$ cat config.mk
export PLATFORM = sky130hd
export DESIGN_NAME = branch_predictor
export DESIGN_NICKNAME = d
export VERILOG_FILES = /design/src/rtl/bpred_pkg.sv /design/src/rtl/bpred_sat_ctr.sv /design/src/rtl/branch_predictor.sv
export SDC_FILE = /design/constraint.sdc
export NUM_CORES = 2
export LEC_CHECK = 0
export BUFFER_PORTS_ARGS = -buffer_cell sky130_fd_sc_hd__clkbuf_2
export CAP_MARGIN = 0
export CELL_PAD_IN_SITES_DETAIL_PLACEMENT = 1
export CELL_PAD_IN_SITES_GLOBAL_PLACEMENT = 1
export CORE_MARGIN = 2
export CORE_UTILIZATION = 30
export CTS_CLUSTER_SIZE = 40
export DETAILED_ROUTE_END_ITERATION = 8
export GPL_ROUTABILITY_DRIVEN = 0
export HOLD_SLACK_MARGIN = 0.06
export PLACE_DENSITY_LB_ADDON = 0.1
export SETUP_SLACK_MARGIN = 0.4
export SLEW_MARGIN = 20
export SYNTH_ARGS = -nofsm -noshare
export SYNTH_HDL_FRONTEND = slang
export SYNTH_SLANG_ARGS = --single-unit
$ cat constraint.sdc
create_clock -name CLK -period 10.4 [get_ports CLK]
set_clock_uncertainty 0.15 [all_clocks]
set_input_delay 2.08 -clock CLK [delete_from_list [all_inputs] [get_ports CLK]]
set_output_delay 2.08 -clock CLK [all_outputs]
set_load 0.02 [all_outputs]
$ cat src/rtl/bpred_pkg.sv
// bpred_pkg: shared types and helpers for the branch predictor.
//   btb_entry_t    - one BTB entry {valid, tag, target[31:2], ctr}
//   bpred_state_t  - invalidate sweep state machine states
//   ctr_op_t       - operation selector for the saturating counter
//   ctr_weak_taken / ctr_strong_taken - counter constants for a given width
package bpred_pkg;

  // Widest direction counter an entry can hold; the top uses the low CTR_W bits.
  localparam int unsigned CTR_W_MAX = 8;

  // The tag field holds the full pc[31:2]. The index bits of an entry always
  // equal its array position, so a full compare matches a pc[31:IDX_W+2]
  // compare while keeping the struct independent of ENTRIES.
  typedef struct packed {
    logic                 valid;
    logic [29:0]          tag;
    logic [29:0]          target;
    logic [CTR_W_MAX-1:0] ctr;
  } btb_entry_t;

  typedef enum logic {
    IDLE,
    SWEEP
  } bpred_state_t;

  typedef enum logic [1:0] {
    CTR_HOLD,
    CTR_INC,
    CTR_DEC,
    CTR_SET_MAX
  } ctr_op_t;

  // MSB set, rest clear.
  function automatic logic [CTR_W_MAX-1:0] ctr_weak_taken(input int unsigned w);
    return {{(CTR_W_MAX-1){1'b0}}, 1'b1} << (w - 1);
  endfunction

  // All ones in the low w bits.
  function automatic logic [CTR_W_MAX-1:0] ctr_strong_taken(input int unsigned w);
    return {CTR_W_MAX{1'b1}} >> (CTR_W_MAX - w);
  endfunction

endpackage

$ cat src/rtl/bpred_sat_ctr.sv
// bpred_sat_ctr: combinational next value of a saturating direction counter.
//   ctr_i  in  CTR_W  current counter value
//   op_i   in  op     hold / increment / decrement / set to all-ones
//   ctr_o  out CTR_W  next counter value, saturating at 0 and 2^CTR_W-1
module bpred_sat_ctr
  import bpred_pkg::*;
#(
  parameter int unsigned CTR_W = 2
) (
  input  logic [CTR_W-1:0] ctr_i,
  input  ctr_op_t          op_i,
  output logic [CTR_W-1:0] ctr_o
);

  always_comb begin
    ctr_o = ctr_i;
    unique case (op_i)
      CTR_INC:     if (ctr_i != '1) ctr_o = ctr_i + CTR_W'(1);
      CTR_DEC:     if (ctr_i != '0) ctr_o = ctr_i - CTR_W'(1);
      CTR_SET_MAX: ctr_o = '1;
      default:     ctr_o = ctr_i;
    endcase
  end

endmodule

$ cat src/rtl/branch_predictor.sv
// branch_predictor: branch target buffer with saturating-counter direction
// prediction, an invalidate sweep and saturating statistics counters.
//   CLK, RST                  clock, synchronous active-high reset
//   f_valid, f_pc             fetch lookup qualifier and PC
//   pred_hit/taken/target     combinational prediction for f_pc
//   u_*                       branch/jump resolved in MEM (update port)
//   mispredict, recover_pc    combinational redirect request and PC
//   inv_req, busy             start invalidate sweep / sweep in progress
//   stat_*                    saturating lookup/hit/mispredict counters
module branch_predictor
  import bpred_pkg::*;
#(
  parameter int unsigned ENTRIES = 16,
  parameter int unsigned CTR_W   = 2,
  parameter int unsigned STAT_W  = 32
) (
  input  logic              CLK,
  input  logic              RST,
  input  logic              f_valid,
  input  logic [31:0]       f_pc,
  output logic              pred_hit,
  output logic              pred_taken,
  output logic [31:0]       pred_target,
  input  logic              u_valid,
  input  logic              u_is_branch,
  input  logic [31:0]       u_pc,
  input  logic              u_taken,
  input  logic [31:0]       u_target,
  input  logic              u_pred_taken,
  input  logic [31:0]       u_pred_target,
  output logic              mispredict,
  output logic [31:0]       recover_pc,
  input  logic              inv_req,
  output logic              busy,
  output logic [STAT_W-1:0] stat_lookups,
  output logic [STAT_W-1:0] stat_hits,
  output logic [STAT_W-1:0] stat_mispredicts
);

  localparam int unsigned IDX_W = $clog2(ENTRIES);
  localparam logic [CTR_W_MAX-1:0] CTR_WEAK_TAKEN   = ctr_weak_taken(CTR_W);
  localparam logic [CTR_W_MAX-1:0] CTR_STRONG_TAKEN = ctr_strong_taken(CTR_W);

  btb_entry_t          btb_q [ENTRIES];
  bpred_state_t        state_q;
  logic [IDX_W-1:0]    ptr_q;
  logic [STAT_W-1:0]   stat_lookups_q, stat_hits_q, stat_mispredicts_q;

  logic [IDX_W-1:0]    f_idx, u_idx;
  logic                u_hit;
  logic                wr_en;
  btb_entry_t          wr_ent;
  ctr_op_t             ctr_op;
  logic [CTR_W-1:0]    ctr_nxt;

  assign busy  = (state_q == SWEEP);
  assign f_idx = f_pc[IDX_W+1:2];
  assign u_idx = u_pc[IDX_W+1:2];

  // Lookup
  assign pred_hit    = btb_q[f_idx].valid && (btb_q[f_idx].tag == f_pc[31:2]) && !busy;
  assign pred_taken  = pred_hit && btb_q[f_idx].ctr[CTR_W-1];
  assign pred_target = pred_taken ? {btb_q[f_idx].target, 2'b00} : f_pc + 32'd4;

  // Redirect
  assign mispredict = u_valid &&
                      ((u_taken != u_pred_taken) || (u_taken && (u_target != u_pred_target)));
  assign recover_pc = u_taken ? u_target : u_pc + 32'd4;

  bpred_sat_ctr #(
    .CTR_W (CTR_W)
  ) u_sat_ctr (
    .ctr_i (btb_q[u_idx].ctr[CTR_W-1:0]),
    .op_i  (ctr_op),
    .ctr_o (ctr_nxt)
  );

  // Update entry composition
  always_comb begin
    u_hit  = btb_q[u_idx].valid && (btb_q[u_idx].tag == u_pc[31:2]);
    wr_en  = 1'b0;
    wr_ent = btb_q[u_idx];
    ctr_op = CTR_HOLD;
    if (u_valid && !busy) begin
      if (u_hit) begin
        wr_en = 1'b1;
        if (u_is_branch) begin
          ctr_op = u_taken ? CTR_INC : CTR_DEC;
          if (u_taken) wr_ent.target = u_target[31:2];
        end else begin
          ctr_op        = CTR_SET_MAX;
          wr_ent.target = u_target[31:2];
        end
        wr_ent.ctr = CTR_W_MAX'(ctr_nxt);
      end else if (u_taken || !u_is_branch) begin
        wr_en         = 1'b1;
        wr_ent.valid  = 1'b1;
        wr_ent.tag    = u_pc[31:2];
        wr_ent.target = u_target[31:2];
        wr_ent.ctr    = u_is_branch ? CTR_WEAK_TAKEN : CTR_STRONG_TAKEN;
      end
    end
  end

  // Storage, sweep FSM and statistics
  always_ff @(posedge CLK) begin
    if (RST) begin
      for (int unsigned i = 0; i < ENTRIES; i++) begin
        btb_q[IDX_W'(i)].valid <= 1'b0;
        btb_q[IDX_W'(i)].ctr   <= '0;
      end
      state_q            <= IDLE;
      ptr_q              <= '0;
      stat_lookups_q     <= '0;
      stat_hits_q        <= '0;
      stat_mispredicts_q <= '0;
    end else begin
      // wr_en is never set while sweeping, so the two writes cannot collide.
      if (wr_en) btb_q[u_idx] <= wr_ent;

      unique case (state_q)
        IDLE: begin
          if (inv_req) begin
            state_q <= SWEEP;
            ptr_q   <= '0;
          end
        end
        SWEEP: begin
          btb_q[ptr_q].valid <= 1'b0;
          if (inv_req) begin
            ptr_q <= '0;
          end else if (ptr_q == IDX_W'(ENTRIES - 1)) begin
            state_q <= IDLE;
            ptr_q   <= '0;
          end else begin
            ptr_q <= ptr_q + IDX_W'(1);
          end
        end
        default: state_q <= IDLE;
      endcase

      if (f_valid && (stat_lookups_q != '1))
        stat_lookups_q <= stat_lookups_q + STAT_W'(1);
      if (f_valid && pred_hit && (stat_hits_q != '1))
        stat_hits_q <= stat_hits_q + STAT_W'(1);
      if (mispredict && (stat_mispredicts_q != '1))
        stat_mispredicts_q <= stat_mispredicts_q + STAT_W'(1);
    end
  end

  assign stat_lookups     = stat_lookups_q;
  assign stat_hits        = stat_hits_q;
  assign stat_mispredicts = stat_mispredicts_q;

endmodule

After elaboration in Yosys (flattened, before gate mapping)
Memories as Yosys holds them, arrays and structs flattened.
Index checks and enable logic that the tools add are counted.
Widths: inputs -> output; s select.
{"block": "classes", "add_sub_neg": 8, "n_eq_ne": 13, "muxes": 41, "bitwise": 1, "reduce_logical": 18}
{"operator": "$mux 69", "n": 4}
{"operator": "$reduce_or 69->1", "n": 2}
{"operator": "$add 32x1->32 const B", "n": 3}
{"operator": "$ne 32x32->1 const B", "n": 3}
{"operator": "$add 32x3->32 const B", "n": 2}
{"operator": "$mux 32", "n": 2}
{"operator": "$eq 30x30->1", "n": 2}
{"operator": "$mux 30", "n": 2}
{"operator": "$mux 38", "n": 1}
{"operator": "$ne 32x32->1", "n": 1}
{"operator": "$mux 31", "n": 1}
{"operator": "$mux 4", "n": 5}
{"operator": "$mux 1", "n": 15}
{"operator": "$mux 2", "n": 7}
{"operator": "$logic_and 1x1->1", "n": 11}
{"operator": "$pmux 4 s2", "n": 1}
{"operator": "$pmux 2 s3", "n": 1}
{"operator": "$add 4x1->4 const B", "n": 1}
{"operator": "$eq 2x2->1 const B", "n": 2}
{"operator": "$eq 4x4->1 const B", "n": 1}
{"operator": "$ne 2x2->1 const B", "n": 2}
{"operator": "$mux 3", "n": 1}
{"operator": "$add 2x1->2 const B", "n": 1}
{"operator": "$eq 2x1->1 const B", "n": 1}
{"operator": "other kinds (7)", "n": 9}
{"block": "word_totals", "reg_bits": 101, "mem_bits_rw": 1104, "in_bits": 136, "elab_cells": 87, "n_memories": 1}
{"memory": "btb_q", "words": 16, "width": 69, "read_ports": 2, "rd_clocked_by_memory_dff": 0, "write_ports": 16, "line_no": "branch_predictor.sv:44", "text": "btb_entry_t btb_q [ENTRIES];"}

Longest topological paths before layout
{"block": "depth", "ltp_word": 11, "mapped_depth": 17, "depth_no_buf": 10}

Modules after synthesis
A second synthesis with hierarchy kept.
{"block": "hier_totals", "hier_cells": 3589, "area_unflattened_um2": 56680.6}
{"mod": "branch_predictor", "instances": 1, "cells_per_inst": 3580, "area_each_um2": 56633.1, "seq_area_each_um2": 32291.0}
{"mod": "bpred_sat_ctr", "instances": 1, "cells_per_inst": 9, "area_each_um2": 47.5, "seq_area_each_um2": 0.0}

Worst setup path before layout
Ideal clock, no wire load.
{"block": "synth_path", "path_kind": "in2reg", "from": "input port u_pc[3]", "to": "memory btb_q[10][10] (netlist bit) (enable)", "t_arrival_ns": 9.244, "required_time_ns": 9.698, "slack_ns": 0.455, "path_stages": 13, "path_cell_list": "buf_2 -> clkbuf_1 -> clkbuf_1 -> mux4_2 -> a22oi_1 -> nand2_1 -> xnor2_1 -> nand4_1 -> or4_4 -> nor4_4 -> a21oi_1 -> clkbuf_1 -> nor3_1"}
{"item": "from (decl)", "line_no": "branch_predictor.sv:26", "text": "input logic [31:0] u_pc,"}
{"item": "to (decl)", "line_no": "branch_predictor.sv:44"}

Final worst setup path
{"block": "layout_path", "from": "input port f_pc[2]", "to": "output port pred_target[29]"}
{"block": "layout_via", "elab_chain_cells": 6}
{"item": "from (decl)", "line_no": "branch_predictor.sv:20", "text": "input logic [31:0] f_pc,"}
{"item": "$mem_v2 16x69"}
{"item": "$eq 30x30->1", "line_no": "branch_predictor.sv:61", "text": "assign pred_hit = btb_q[f_idx].valid && (btb_q[f_idx].tag == f_pc[31:2]) && !busy;"}
{"item": "$logic_and 1x1->1 (2 in a row)", "line_no": "branch_predictor.sv:61"}
{"item": "$logic_and 1x1->1", "line_no": "branch_predictor.sv:62", "text": "assign pred_taken = pred_hit && btb_q[f_idx].ctr[CTR_W-1];"}
{"item": "$mux 32 *", "line_no": "branch_predictor.sv:63", "text": "assign pred_target = pred_taken ? {btb_q[f_idx].target, 2'b00} : f_pc + 32'd4;"}
{"item": "to (decl)", "line_no": "branch_predictor.sv:23", "text": "output logic [31:0] pred_target,"}
Mark *: on every way between the ends. The rest lies on a longest branch, timed or not.

==> flow_summary.ini <==
[status]
outcome = complete, no violations

[clock_tree]
cts_num_sinks = 1109
htree_levels = 4
clock_path_buffers = 3
cts-root-buf = clkbuf_16
postCtsSetupBuffers = 0
cts_tree = built
cts_resized = 0
cts_buffers = 138
postCtsHoldBufs = 0
clk_latency_ns = 0.79
cts.clk_slew.worst_paths_ns = 0.05

[detailed_routing]
viasPerCell = 5.45
drc = 0
drt_iter0_markers = 2585
drtPass1Iterations = 5
routedWlPerCell_um = 33.7
finalWirelength_mm = 215
ant_nets = 0
vias = 34800

[die]
die_height_um = 435
io_pins = 300
rows = 158
die_area_um2 = 189000
start_util = 0.301
fp.dieW_um = 435
coreArea_um2 = 185000

[pwr]
switching_power_mw = 2.78
power.leakage_nw = 21.2
clkPwrFrac = 0.429
p_comb_frac = 0.108
p_seq_frac = 0.464
p_int_mw = 8.03
p_per_area_nw_per_um2 = 167
p_sw_frac = 0.257
ir_drop_v = 0.000162

[synthesis]
ys_seq_elements = 1109
avgSynthCellArea_um2 = 16.0
synth.distinct_cells = 85
ys_seq_area_frac = 0.580
synth_xor_area_frac = 0.0340
synth_top_area_cell = edfxtp_1
ys.warnings.count = 0
synth_compound_area_frac = 0.0389
synth_mux_area_frac = 0.249
syn_nets = 3622
yosys-top-cells-area = edfxtp_1 54%, mux4_2 21%, dfxtp_1 3.6%
syn_area_um2 = 55700
synth_edf_count = 1008
yosysTopAreaCellShare = 0.543
netlist_instances = 3480
synthArstFlopShare = 0
synthAdderAreaFrac = 0.00153
yosys.area_share.simple = 0.0718
synth_flop_cell = edfxtp_1
synth_top_family_by_area = multiplexers

[timing]
worst_slew_pin_slew_ns = 1.18
fin_crit_sh = 0.880
setup_violations = 0
hold_ws_ns = 0.345
relSlewSlack = 0.214
setup_ws_ns = 1.25
tns_ns = 0
max_freq_mhz = 109
slew_violations = 0
timing.final.hold_violations = 0
rsz0062_at_grt = false
period_needed_ns = 9.15

[setup_path]
path_class = in2out
path_delay_family = simple AND/OR/NAND/NOR gates
endpoint_kind = output port
critPathMaxFanout = 64
required_ns = 8.17
crit_path_max_incr_delay_ns = 0.78
cp-start-kind = input pin
crit_chain = buf_8 -> buf_4 -> mux4_2 -> mux2i_1 -> xnor2_1 -> nor4b_1 -> a31oi_1 -> nor3_4 -> nand3_1 -> nor2_4 -> buf_12 -> mux2_2 -> clkbuf_2
critPathArrivalTime_ns = 6.92
critPathSlowestCell = nor4b_1
cp_num_buf_inv = 4

[layout]
layout_common_cells = 1,008 x edfxtp_1, 519 x mux4_2, 290 x clkbuf_2
drive_gt1_frac = 0.323
seq_area_um2 = 32300
nFillCells = 19000
area_delta_synth_final_pct = 16.5
multi_input_area_um2 = 22300
final_common_cell = edfxtp_1
fin_nets = 3922

[global_routing]
grt_pass1_wl_mm = 303
grt-ovfl-total = 0
grt_pass1_vias = 36700
grt_max_degree = 84
grt_usage = 0.227
grt_antenna_before_repair = 13

[placement]
dp_worst_setup_slack_ns = 1.30
port_buffers = 299
dp_hpwl_mm = 137

[worst_hold_path]
min_path_type = reg2reg

[flow_run]
cap_violations = 0
worst reg2reg max path: cells and delay by family, from the launching register on:
family | cells | cell delay, ns
xor gates and xnor gates | 1 | 0.39
muxes | 2 | 1.07
and+or+nand+nor | 3 | 2.00
DFF | 1 | 0.41
buffers and inverters | 2 | 0.62
AOI/OAI and AO/OA | 2 | 0.54
metal layers:
layer	part of all wire	up-vias	GRT usage	wire length, um
met5	0	-	0	0
met4	0.038	0	0.0798	8090
met3	0.031	262	0.0261	6750
met2	0.52	730	0.400	111000
met1	0.42	19100	0.287	89400
li1	-	14700	-	-
flip-flops by register name, summed over array words and instances, names as in the netlist:
register and flops:
ptr_q 4, busy 1, stat_hits 32, btb_q 1008, stat_lookups 32, stat_mispredicts 32
power by group through the flow:
stage	combinational (mW)	clock, mW	sequential, mW
after floorplan	0.699	0	5.10
after global placement	1.17	0	5.10
after detailed placement	1.18	0	5.10
after CTS	1.18	4.75	5.01
after global routing	1.24	4.91	5.01
final	1.16	4.63	5.01
path summary, 6_finish.rpt:
kind / startpoint / end / slack (ns) / cells past startpoint
max: f_pc[2] / pred_target[29] / 1.25 / 13
min: stat_hits[6]$_SDFFE_PP0P_ / stat_hits[6]$_SDFFE_PP0P_ / 0.34 / 2
max reg2reg: btb_q[0][58]$_DFFE_PP_ / btb_q[1][29]$_DFFE_PP_ / 4.86 / 10
min reg2reg: stat_hits[6]$_SDFFE_PP0P_ / stat_hits[6]$_SDFFE_PP0P_ / 0.34 / 2
synth_stat cells, types with 7 or more instances:
cell / number
nand4_1: 42
xor2_1: 105
nor4_1: 37
a22oi_1: 30
mux4_2: 519
nand3b_1: 10
and2b_1: 8
o31a_1: 11
dfxtp_1: 101
nand3_1: 70
nand2b_1: 12
mux2_2: 41
mux2_1: 32
nor2b_1: 34
a31oi_1: 12
buf_6: 16
clkbuf_1: 139
or3_1: 29
a221oi_1: 7
o21ai_0: 70
edfxtp_1: 1008
mux2i_1: 132
xnor2_1: 111
nand2_1: 248
buf_2: 46
a211oi_1: 8
nor3_1: 62
a21oi_1: 112
o21ba_2: 7
o21bai_1: 17
and4_1: 14
and3_1: 29
buf_1: 37
nor2_1: 139
inv_1: 33
buf_4: 15
o22ai_1: 11
o31ai_1: 9
and2_1: 16
final cells by class:
cell class                 count  share of cell area
tap                         2480              0.0478
antenna                       20            0.000772
multi-input combinational   2076               0.343
clock buffer                 177              0.0565
sequential                  1109               0.498
timing repair buffer         419              0.0424
clock inverter                74             0.00916
inverter                      36             0.00216
cells by family (layout without fill, tap and decap cells):
kind of cell	count (synthesis)	count (layout)
AO/OA/AOI/OAI	338	338
XOR/XNOR	216	216
adder cells (fa/ha/maj)	7	7
buffers and inverters	295	706
flip-flops	1109	1109
multiplexers	725	725
other	0	20
AND/OR/NAND/NOR	790	790
stage by stage:
stage           util  cells  power, mW  cell area, um^2
2_1_floorplan      -   3480       5.80            55700
3_3_place_gp   0.326   6120       6.28            60400
3_5_place_dp   0.327   6120       6.28            60400
4_1_cts        0.350   6371       10.9            64700
5_1_grt        0.351   6391       11.2            64900
6_report       0.351   6391       10.8            64900
Note: power is estimated with default switching activity, not from simulation.
